File: config.mk
export PLATFORM = sky130hd
export DESIGN_NAME = list_builder
export DESIGN_NICKNAME = d
export VERILOG_FILES = /design/src/rtl/list_pkg.sv /design/src/rtl/list_builder.sv
export SDC_FILE = /design/constraint.sdc
export NUM_CORES = 1
export LEC_CHECK = 0
export ABC_AREA = 1
export CAP_MARGIN = 20
export CORE_MARGIN = 2
export CORE_UTILIZATION = 30
export DETAILED_ROUTE_END_ITERATION = 6
export DONT_BUFFER_PORTS = 1
export GPL_TIMING_DRIVEN = 0
export SYNTH_ARGS = -nofsm -noshare
export SYNTH_HDL_FRONTEND = slang
export SYNTH_SLANG_ARGS = --single-unit
File: constraint.sdc
create_clock -name clk -period 2.72 [get_ports clk]
set_clock_uncertainty 0.15 [all_clocks]
set_input_delay 0.544 -clock clk [delete_from_list [all_inputs] [get_ports clk]]
set_output_delay 0.544 -clock clk [all_outputs]
set_load 0.1 [all_outputs]
File: src/rtl/list_pkg.sv
// Shared definitions for the linked-list writer and the traversal side that walks it.
package list_pkg;

  // One-hot control states of the list builder.
  typedef enum logic [4:0] {
    S_IDLE    = 5'b00001,
    S_WAIT    = 5'b00010,
    S_WR_VAL  = 5'b00100,
    S_WR_LINK = 5'b01000,
    S_DONE    = 5'b10000
  } lb_state_t;

  // A next pointer of zero terminates the list.
  localparam int NULL_PTR    = 0;
  // Each node occupies two consecutive words: value then link.
  localparam int NODE_STRIDE = 2;
  localparam int VAL_OFS     = 0;
  localparam int LINK_OFS    = 1;

endpackage

File: src/rtl/list_builder.sv
// Accepts a stream of words and writes them to memory as a null-terminated singly linked list.
module list_builder
  import list_pkg::*;
#(
  parameter int DW        = 32,
  parameter int AW        = 8,
  parameter int BASE_ADDR = 2,
  parameter int MAX_NODES = 64,
  localparam int CW       = $clog2(MAX_NODES + 1)
) (
  input  logic          clk,
  input  logic          rst_n,
  input  logic          start,
  input  logic          in_valid,
  output logic          in_ready,
  input  logic [DW-1:0] in_data,
  input  logic          in_last,
  output logic          mem_we,
  output logic [AW-1:0] mem_addr,
  output logic [DW-1:0] mem_wdata,
  output logic [AW-1:0] head_addr,
  output logic [CW-1:0] node_count,
  output logic          busy,
  output logic          done,
  output logic          overflow
);

  // Elaboration-time guards: node 0 must not sit at the null address, and the
  // last link word must fit below 2**AW so pointer arithmetic never wraps.
  if ((BASE_ADDR % NODE_STRIDE) != 0 || BASE_ADDR == 0) begin : g_bad_base
    $error("list_builder: BASE_ADDR must be even and nonzero");
  end
  if ((BASE_ADDR + NODE_STRIDE * MAX_NODES - 1) >= (1 << AW)) begin : g_bad_range
    $error("list_builder: list does not fit in the address space");
  end

  lb_state_t     state;
  lb_state_t     state_nxt;
  logic [AW-1:0] node_ptr;
  logic [AW-1:0] next_ptr;
  logic [DW-1:0] cap_data;
  logic          cap_last;
  logic          at_capacity;
  logic          is_tail;

  assign next_ptr    = node_ptr + AW'(NODE_STRIDE);
  assign at_capacity = (node_count == CW'(MAX_NODES - 1));
  assign is_tail     = cap_last || at_capacity;

  // State register.
  always_ff @(posedge clk) begin
    if (!rst_n) state <= S_IDLE;
    else        state <= state_nxt;
  end

  // Next-state and Moore output decode from registered state and datapath.
  always_comb begin
    state_nxt = state;
    in_ready  = 1'b0;
    mem_we    = 1'b0;
    mem_addr  = '0;
    mem_wdata = '0;
    busy      = 1'b0;
    done      = 1'b0;
    case (state)
      S_IDLE: begin
        if (start) state_nxt = S_WAIT;
      end
      S_WAIT: begin
        busy     = 1'b1;
        in_ready = 1'b1;
        if (in_valid) state_nxt = S_WR_VAL;
      end
      S_WR_VAL: begin
        busy      = 1'b1;
        mem_we    = 1'b1;
        mem_addr  = node_ptr + AW'(VAL_OFS);
        mem_wdata = cap_data;
        state_nxt = S_WR_LINK;
      end
      S_WR_LINK: begin
        busy     = 1'b1;
        mem_we   = 1'b1;
        mem_addr = node_ptr + AW'(LINK_OFS);
        if (is_tail) begin
          mem_wdata = DW'(NULL_PTR);
          state_nxt = S_DONE;
        end else begin
          mem_wdata = DW'(next_ptr);
          state_nxt = S_WAIT;
        end
      end
      S_DONE: begin
        done = 1'b1;
        if (!start) state_nxt = S_IDLE;
      end
      default: state_nxt = S_IDLE;
    endcase
  end

  // Node pointer, capture, head, count and overflow registers.
  always_ff @(posedge clk) begin
    if (!rst_n) begin
      node_ptr   <= '0;
      cap_data   <= '0;
      cap_last   <= 1'b0;
      head_addr  <= '0;
      node_count <= '0;
      overflow   <= 1'b0;
    end else begin
      case (state)
        S_IDLE: begin
          if (start) begin
            node_ptr   <= AW'(BASE_ADDR);
            node_count <= '0;
            overflow   <= 1'b0;
          end
        end
        S_WAIT: begin
          if (in_valid) begin
            cap_data <= in_data;
            cap_last <= in_last;
          end
        end
        S_WR_VAL: begin
          if (node_count == '0) head_addr <= AW'(BASE_ADDR);
        end
        S_WR_LINK: begin
          node_count <= node_count + 1'b1;
          if (!is_tail) node_ptr <= next_ptr;
          if (!cap_last && at_capacity) overflow <= 1'b1;
        end
        default: ;
      endcase
    end
  end

endmodule

# Word level (Yosys, flattened, before mapping)
# Cells that the tools add are included.
# Widths: inputs -> output; s select.
# word_totals
ff_bits,55
latchBits,0
ramBits,0
mem_bits_ro,0
inputBits,37
out_inout_bits,60
elab_cells,54
n_memories,0
# classes
add_sub_neg,3
multipliers,0
n_div,0
magnitude_cmp,0
n_eq_ne,11
n_shift,0
muxes,20
n_bitwise,0
n_reduce_logical,13
# ops
op,n
$pmux 32 s2,1
$pmux 8 s2,2
$pmux 5 s5,1
$mux 8,3
$mux 5,4
$pmux 7 s2,1
$ne 2x2->1 const B,5
$reduce_and 3->1,3
$add 8x1->8 const B,1
$add 8x2->8 const B,1
$add 7x1->7 const B,1
$eq 7x6->1 const B,1
$logic_not 7->1,1
$mux 7,1
$mux 1,6
$reduce_and 2->1,3
$eq 5x1->1 const B,1
$eq 5x2->1 const B,1
$eq 5x3->1 const B,1
$eq 5x4->1 const B,1
$eq 5x5->1 const B,1
$reduce_or 3->1,1
$pmux 1 s2,1
$reduce_bool 2->1,1
4 further kinds,4

# Depth between registers and ports, before layout
# Gate-level depths: netlist of the first run.
# depth
depth_word,4
ltp_mapped,10
depth_no_buf,10

# Worst setup path before layout of the first run
# No wires, ideal clock.
# synth_timing
path_type,flip-flop to output port
startpoint,reg state[1]
endpoint,out mem_addr[1]
t_arrival_ns,3.058
required_time_ns,2.026
slack_ns,-1.032
path_stages_with_launch,6
path_buffers,0
cell_sequence,dfxtp_1 -> nor2_2 -> nand4_2 -> nand2_1 -> inv_1 -> nor2_1
# synth_via
elab_chain_len,2
word_cells_on_any_way,3
classes_between,2 x eq/ne; 1 x mux
# synth_rtl
item,line,text
start: declaration,list_builder.sv:37,lb_state_t state;
start signal: assignment,list_builder.sv:53,else state <= state_nxt;
$eq 5x4->1 or $eq 5x3->1 (tied branches),list_builder.sv:65,case (state)
$pmux 8 s2 (*),list_builder.sv:65,
end: declaration,list_builder.sv:19,"output logic [AW-1:0] mem_addr,"
# Every way passes the cells marked *; elsewhere a longest branch is shown, timed or not.

# Worst setup path in the final report of the first run
# layout_timing
startpoint,reg state[0]
endpoint,out mem_wdata[4]
# layout_via
elab_chain_len,2
word_cells_on_any_way,3
classes_between,2 x eq/ne; 1 x mux
# layout_rtl
item,line,text
$eq 5x4->1 or $eq 5x3->1 (tied branches),list_builder.sv:65,
$pmux 32 s2 (*),list_builder.sv:65,
end: declaration,list_builder.sv:20,"output logic [DW-1:0] mem_wdata,"
# Marked as above.

==> summary.md, run 1 <==
| Metric | Value |
|---|---|
| Vias in the first global route | `~2,400` |
| Crit path max fanout | `8` |
| Most frequent cells in the layout | `53 x inv_1, 44 x a21oi_1, 43 x dfxtp_1` |
| Core area | `roughly 8300 µm²` |
| Reg2reg start | `state[0]` |
| Diode count | `0` |
| Clock Latency Late Sink | `around 0.31 ns` |
| Die height | `a little under 100 µm` |
| Worst hold slack | `0.221 ns` |
| DRC | `0` |
| CP max stage cell | `nor2_4` |
| Instance count on the critical path | `6` |
| Endpoints failing setup | `8` |
| Final-report hold violation count | `0` |
| Total number of vias | `approximately 2,400` |
| Int Power | `1.17 mW` |
| Total gr overflow | `0` |
| Worst Slack Setup Final | `-0.0746 ns` |
| Comb pwr share | `between 10% and 20%` |
| Simple-gate share of the synthesized area | `27.0%` |
| Sw power | `roughly 540 µW` |
| RSZ-0062 raised after global routing | `yes` |
| Clock network fraction of total power | `between 30% and 40%` |
| Failing checks | `setup timing` |
| CP required | `about 2.0 ns` |
| Slew @ Worst Pin | `about 0.99 ns` |
| Global-route wire length before repair | `between 10,000 and 15,000 µm` |
| CP delay by family, top | `simple AND/OR/NAND/NOR gates` |
| Hold EP | `cap_data[4]` |
| Switching share of total power | `between 30% and 40%` |
| Die ar. | `between 9000 and 10,000 µm²` |
| CTS Sinks | `between 50 and 60` |
| Compound-cell area share of the yosys netlist | `between 10% and 20%` |
| Worst Setup Path Type | `flip-flop to primary output` |
| Crit-path cells | `nor2_4 -> nand2_2 -> nor2_4 -> nand4_1 -> buf_6 -> nand2_8` |
| Nets | `436` |
| Clock root cell | `clkbuf_8` |
| Routed WL | `around 7000 µm` |
| CTS tree | `done` |
| CP Launch Type | `flip-flop` |
| Top-Level Pins | `97` |
| CP Capture Type | `primary output` |
| Avg Cell Area, Syn | `between 6 and 7 µm²` |
| Hold Path Depth | `2` |
| Share of cells above drive strength 1 | `~29%` |
| R2R setup slack | `~0.75 ns` |
| Synthesized cell area | `2560 µm²` |
| Final core occ | `41.9%` |
| R2r endpoint | `node_ptr[6]` |
| Maximum operating frequency | `around 0.36 GHz` |
| Starting Density | `a little under a third` |
| Die width | `approximately 96 µm` |
| Area growth syn-to-layout | `35.0%` |
| Final ANT Viol Nets | `0` |
| Reg clk slew, reported paths | `approximately 0.1 ns` |
| CTS Buffer Depth | `2` |
| Sequential area share after synthesis | `~42%` |
| FP Rows | `33` |
| Main combinational cell family by area after synthesis | `simple AND/OR/NAND/NOR gates` |
| VDD IR max | `0.222 mV` |
| FF-to-FF path depth | `7` |
| Multiplexer share of the synthesized area | `0%` |
| Post-layout min period | `between 2 and 3 ns` |
| Pre-antenna DRT Iters | `4` |
| Count of pins over their slew limit | `0` |
| Syn. warnings | `0` |
| Top cell by count, worst path | `nor2_4` |
| Outcome | `complete, but fails checks` |
| Pin count of the biggest net entering global routing | `17` |
| WP buf/inv | `1` |
| Antenna violations before repair | `0` |
| Post-DP HPWL | `roughly 5200 µm` |
| Placed cell area | `just under 3000 µm²` |
| Syn Inst Count | `between 300 and 400` |
| Vias per cell | `about 4.7` |
| Number of distinct library cells after synthesis | `25` |
| Synth Area in XOR/XNOR | `less than 1%` |
| Commonest non-fill, non-tap cell in the layout | `inv_1` |
| Max-Cap Viols | `0` |
| Total power density per cell area | `496 nW/µm²` |
| CP arrival | `approximately 2.1 ns` |
| Hold_sp | `in_data[4]` |
| H-tree depth | `2` |
| Final Power | `approximately 1.7 mW` |
| Seq pwr share | `49.8%` |
| CP max stage delay | `between 0.6 and 0.7 ns` |
| GP Congestion | `0.853` |
| Adder-cell share of the synthesized area | `under 10%` |
| Wirelength per Cell | `~14 µm` |
| Tot GR Track Use | `roughly 15%` |
| I/O Buffers | `0` |
| CTS Buf Count | `5` |
| Initial drt markers | `52` |
| Cts hold-fix bufs | `0` |
| Flops & latches, synth | `54` |
| Period utilization | `103%` |
| Slew margin rel. | `roughly a third` |
| Leakage power | `approximately 1.2 nW` |
| HP Class | `input port to flip-flop` |
| Design Area, Final | `roughly 3500 µm²` |
==> cell families (layout without fill, tap and decap cells) <==
group,count (synthesis),count (layout)
and+or+nand+nor,154,154
AOI/OAI and AO/OA,81,81
buffers and inverters,77,95
DFF,54,54
adders and majority gates,4,4
other,1,7
xor gates and xnor gates,1,1
==> power by group through the flow <==
stage | clock (mW) | sequential, mW | combinational [mW]
final | 0.552 | 0.854 | 0.309
after global routing | 0.591 | 0.858 | 0.340
after detailed placement | 0 | 0.873 | 0.282
after floorplan | 0 | 0.867 | 0.233
after CTS | 0.568 | 0.854 | 0.306
after global placement | 0 | 0.871 | 0.273
==> synth_stat cells (all sizes together) <==
master  number  area [µm²]
or2          2        12.5
o21ai       37         185
inv         57         214
nand3       19         105
a21oi       44         220
dfxtp       54        1080
buf         12        77.6
conb         1        3.75
clkbuf       8        31.3
nand4        7        65.1
ha           4        50.1
xor2         1        8.76
nor2        67         279
nand2       57         221
nor3         2        10.0
==> area by class of cell <==
type / instances / area [µm²]
sequential: 54 / 1110
clock buffer: 5 / 68.8
fill: 866 / 4800
inverter: 57 / 220
clock inverter: 3 / 40.0
timing repair buffer: 10 / 120
tap: 105 / 131
multi-input combinational: 247 / 1660
buffer: 20 / 116
==> metal layers <==
| metal | up-vias | global-route usage, % | wire length (µm) |
|---|---|---|---|
| met5 | - | 0 | 0 |
| met4 | 0 | 4.81 | 112 |
| met3 | 12 | 5.97 | 725 |
| met2 | 92 | 25.1 | 3230 |
| met1 | 1069 | 18.6 | 2900 |
| li1 | 1206 | - | - |
==> state kept, by name, summed over array words and instances (netlist names) <==
register / flops
node_ptr: 7
cap_last: 1
state: 5
overflow: 1
cap_data: 32
node_count: 7
head_addr: 1
==> timing repair <==
action | in CTS | in global routing
setup endpoints to repair | 40 | 14
gates resized for setup | 74 | 5
buffers inserted | 8 | 0
pin swaps | 15 | 8
==> worst max path at each step <==
| stage | from | endpoint | slack [ns] |
|---|---|---|---|
| 6_report | state[0] | mem_wdata[4] | -0.07 |
| 5_1_grt | state[0] | mem_wdata[4] | -0.18 |
| 4_1_cts | state[0] | mem_wdata[4] | -0.10 |
| 3_5_place_dp | state[4] | mem_addr[5] | -0.63 |
| 3_3_place_gp | state[1] | mem_wdata[29] | -0.52 |
| 2_1_floorplan | state[1] | mem_wdata[12] | -0.22 |
==> per-stage QoR <==
stage | std cells | TNS, ns | setup slack, ns
floorplan | 378 | -5.82 | -0.221
global placement | 483 | -15.58 | -0.523
detailed placement | 485 | -10.22 | -0.634
CTS | 501 | -0.402 | -0.103
global route | 501 | -1.06 | -0.181
finish | 501 | -0.424 | -0.0746
Note: power is estimated with default switching activity, not from simulation.
==> run 2: changes to the inputs <==
==> constraint.sdc (replaced) <==
create_clock -name clk -period 3.5 [get_ports clk]
set_clock_uncertainty 0.15 [all_clocks]
set_input_delay 0.7 -clock clk [delete_from_list [all_inputs] [get_ports clk]]
set_output_delay 0.7 -clock clk [all_outputs]
set_load 0.1 [all_outputs]
==> run 2 against run 1 <==
The run now ends clean. Critical path depth shrank 2. Clock power shrank 37%. Highest routed layer unchanged. Cell area is 13% lower. Largest cell class unchanged. Setup slack gained 0.16 ns. Utilization decreased by 5.6 points. Via count down 3.2%. Non-clock buffer count decreased by 8. Critical endpoint is now mem_wdata[31]. Sequential share of layout area rose by 4.2 points.
==> summary.md, run 2 (synthesized netlist as in run 1, its figures left out) <==
| Metric | Value |
|---|---|
| Final ANT Viol Nets | `0 (unchanged)` |
| CTS Sinks | `54 (unchanged)` |
| Pre-antenna DRT Iters | `4 (unchanged)` |
| CP arrival | `2.56 ns (+0.46 ns)` |
| Cts hold-fix bufs | `0 (unchanged)` |
| Total power density per cell area | `410 nW/µm² (-17%)` |
| CTS Buf Count | `5 (unchanged)` |
| Antenna violations before repair | `0 (unchanged)` |
| Area growth syn-to-layout | `17.0%` |
| Top cell by count, worst path | `nor2_2` |
| Final core occ | `36.3% (-5.6 points)` |
| Die ar. | `9310 µm² (unchanged)` |
| Period utilization | `approximately 100%` |
| Grt peak-use layer | `met2` |
| Design Area, Final | `3000 µm² (-13%)` |
| CTS tree | `done` |
| Clock network fraction of total power | `28.2% (-4.0 points)` |
| Pin count of the biggest net entering global routing | `17 (unchanged)` |
| Reg clk slew, reported paths | `0.10 ns (about the same)` |
| Met3 Use GR | `5.82% (-0.16 points)` |
| RSZ-0062 raised after global routing | `yes` |
| Clock root cell | `clkbuf_8` |
| CP required | `2.65 ns (+0.62 ns)` |
| CP max stage cell | `nor2_2` |
| Post-layout min period | `between 3 and 4 ns` |
| Final Power | `1.23 mW (-28%)` |
| Endpoints failing setup | `0 (-8)` |
| Post-DP HPWL | `5050 µm (-2.1%)` |
| Reg2reg start | `node_count[5]` |
| Worst hold slack | `0.328 ns (+0.107 ns)` |
| Vias in the first global route | `2,125 (-11%)` |
| Int Power | `834 µW (-29%)` |
| Worst Setup Path Type | `flip-flop to primary output` |
| VDD IR max | `0.184 mV (-17%)` |
| Slew @ Worst Pin | `1.11 ns (+0.119 ns)` |
| Die width | `96.5 µm (unchanged)` |
| Tot GR Track Use | `14.3% (-1.0 points)` |
| Critical Path Sink | `mem_wdata[31]` |
| FF-to-FF path depth | `8 (+1)` |
| Filler Cells Inserted | `882 (+1.8%)` |
| HP Class | `flip-flop to flip-flop` |
| Maximum operating frequency | `a little under 0.3 GHz` |
| Largest reg by FF count | `cap_data` |
| R2R setup slack | `1.26 ns (+0.51 ns)` |
| Post-CTS Setup Inserts | `0 (-8)` |
| Instance count on the critical path | `4 (-2)` |
| Largest register FFs | `32 (unchanged)` |
| CP Launch Type | `flip-flop` |
| Final-report hold violation count | `0 (unchanged)` |
| Seq pwr share | `53.9% (+4.1 points)` |
| Share of cells above drive strength 1 | `21.7% (-6.8 points)` |
| DRC | `0 (unchanged)` |
| Starting Density | `31.1% (unchanged)` |
| Outcome | `complete, no violations` |
| Wirelength per Cell | `13.4 µm (-4.0%)` |
| Commonest non-fill, non-tap cell in the layout | `inv_1` |
| GP Congestion | `0.827 (-3.0%)` |
| Start point of the critical path | `state[1]` |
| Routed WL | `6580 µm (-5.7%)` |
| Sw power | `396 µW (-27%)` |
| Max-Cap Viols | `0 (unchanged)` |
| FP Rows | `33 (unchanged)` |
| Top-Level Pins | `97 (unchanged)` |
| Vias per cell | `4.68 (-1.4%)` |
| Switching share of total power | `32.2% (+0.56 points)` |
| Leakage power | `1.09 nW (-9.1%)` |
| Biggest regs | `cap_data (32), node_count (7), node_ptr (7)` |
| Total number of vias | `2,304 (-3.2%)` |
| Die height | `96.5 µm (unchanged)` |
| Placed cell area | `2830 µm² (-2.4%)` |
| WP buf/inv | `1 (unchanged)` |
| Slew margin rel. | `26.2% (-7.9 points)` |
| R2r endpoint | `node_ptr[3]` |
| Diode count | `0 (unchanged)` |
| CP max stage delay | `0.92 ns (+0.30 ns)` |
| Crit path max fanout | `10 (+2)` |
| Nets | `428 (-1.8%)` |
| Initial drt markers | `53 (+1.9%)` |
| Comb pwr share | `17.8% (-0.2 points)` |
| Clock Latency Late Sink | `0.30 ns (about the same)` |
| GRT met2 Usage | `24.2% (-0.87 points)` |
| I/O Buffers | `0 (unchanged)` |
| CP Capture Type | `primary output` |
| Most frequent cells in the layout | `55 x inv_1, 49 x dfxtp_1, 45 x nand2_1` |
| CP delay by family, top | `simple AND/OR/NAND/NOR gates` |
| CTS Buffer Depth | `2 (unchanged)` |
| Core area | `8260 µm² (unchanged)` |
| Crit-path cells | `nor2_2 -> nand4_4 -> clkbuf_1 -> nor2_2` |
| H-tree depth | `2 (unchanged)` |
| Count of pins over their slew limit | `0 (unchanged)` |
| Global-route wire length before repair | `10,300 µm (-7.2%)` |
| Met1 global-route usage | `17.3% (-1.4 points)` |
| Total gr overflow | `0 (unchanged)` |
==> run 2: cell count changes in the layout (fill, tap and decap cells not counted), sizes merged <==
| cell | change |
|---|---|
| buf | -8 |
| inv | +2 |
| bufinv | -1 |
| clkinv | -1 |
| clkinvlp | -1 |
==> run 2: power groups by stage <==
stage	Combinational (mW)	Clock [mW]	Sequential [mW]
floorplan	0.178	0	0.674
global placement	0.209	0	0.677
detailed placement	0.216	0	0.678
CTS	0.220	0.358	0.664
global route	0.243	0.382	0.666
finish	0.219	0.347	0.664
==> run 2: layout make-up <==
cell class / count / area, µm² / area share, %
plain buffers: 20 / 109 / 3.63
well taps: 105 / 131 / 4.38
clock inverters: 2 / 13.8 / 0.459
clock buffers: 5 / 68.8 / 2.29
inverters: 57 / 214 / 7.13
flip-flops and latches: 54 / 1090 / 36.2
multi-input cells: 247 / 1350 / 44.9
repair buffers: 2 / 31.3 / 1.04
==> run 2: how the worst min path moves through the flow <==
stage                 startpoint            to  slack (ns)  depth (start not counted)
floorplan            cap_data[0]   cap_data[0]        0.28                          2
global placement    cap_data[19]  cap_data[19]        0.29                          2
detailed placement  cap_data[17]  cap_data[17]        0.31                          2
CTS                  cap_data[0]   cap_data[0]        0.33                          2
global route        cap_data[15]  cap_data[15]        0.35                          2
finish               cap_data[9]   cap_data[9]        0.33                          2
==> run 2: what timing repair did <==
| item | 4_1_cts | 5_1_grt |
|---|---|---|
| setup endpoints to repair | 17 | 25 |
| endpoints found under the hold margin | 0 | 0 |
| resized for setup | 20 | 4 |
| pin swaps | 1 | 1 |
==> run 2: worst register-to-register path: cells and delay by family (launching register included) <==
| kind | cells | cell delay, ns |
|---|---|---|
| flip-flops | 1 | 1.07 |
| AO/OA/AOI/OAI | 1 | 0.12 |
| AND/OR/NAND/NOR | 7 | 0.83 |
==> run 2: metal layers <==
| metal | part of all wire (%) | up-vias |
|---|---|---|
| li1 | - | 1187 |
| met1 | 44 | 1028 |
| met2 | 45 | 85 |
| met5 | 0 | - |
| met3 | 10 | 4 |
| met4 | 0.61 | 0 |
==> run 2: stage by stage <==
stage | setup TNS, ns | setup slack, ns | instances
floorplan | -2.86 | -0.408 | 378
global placement | -6.17 | -0.873 | 483
detailed placement | -5.05 | -0.632 | 485
CTS | 0 | 0.0301 | 492
global route | -0.837 | -0.0572 | 492
finish | 0 | 0.0873 | 492
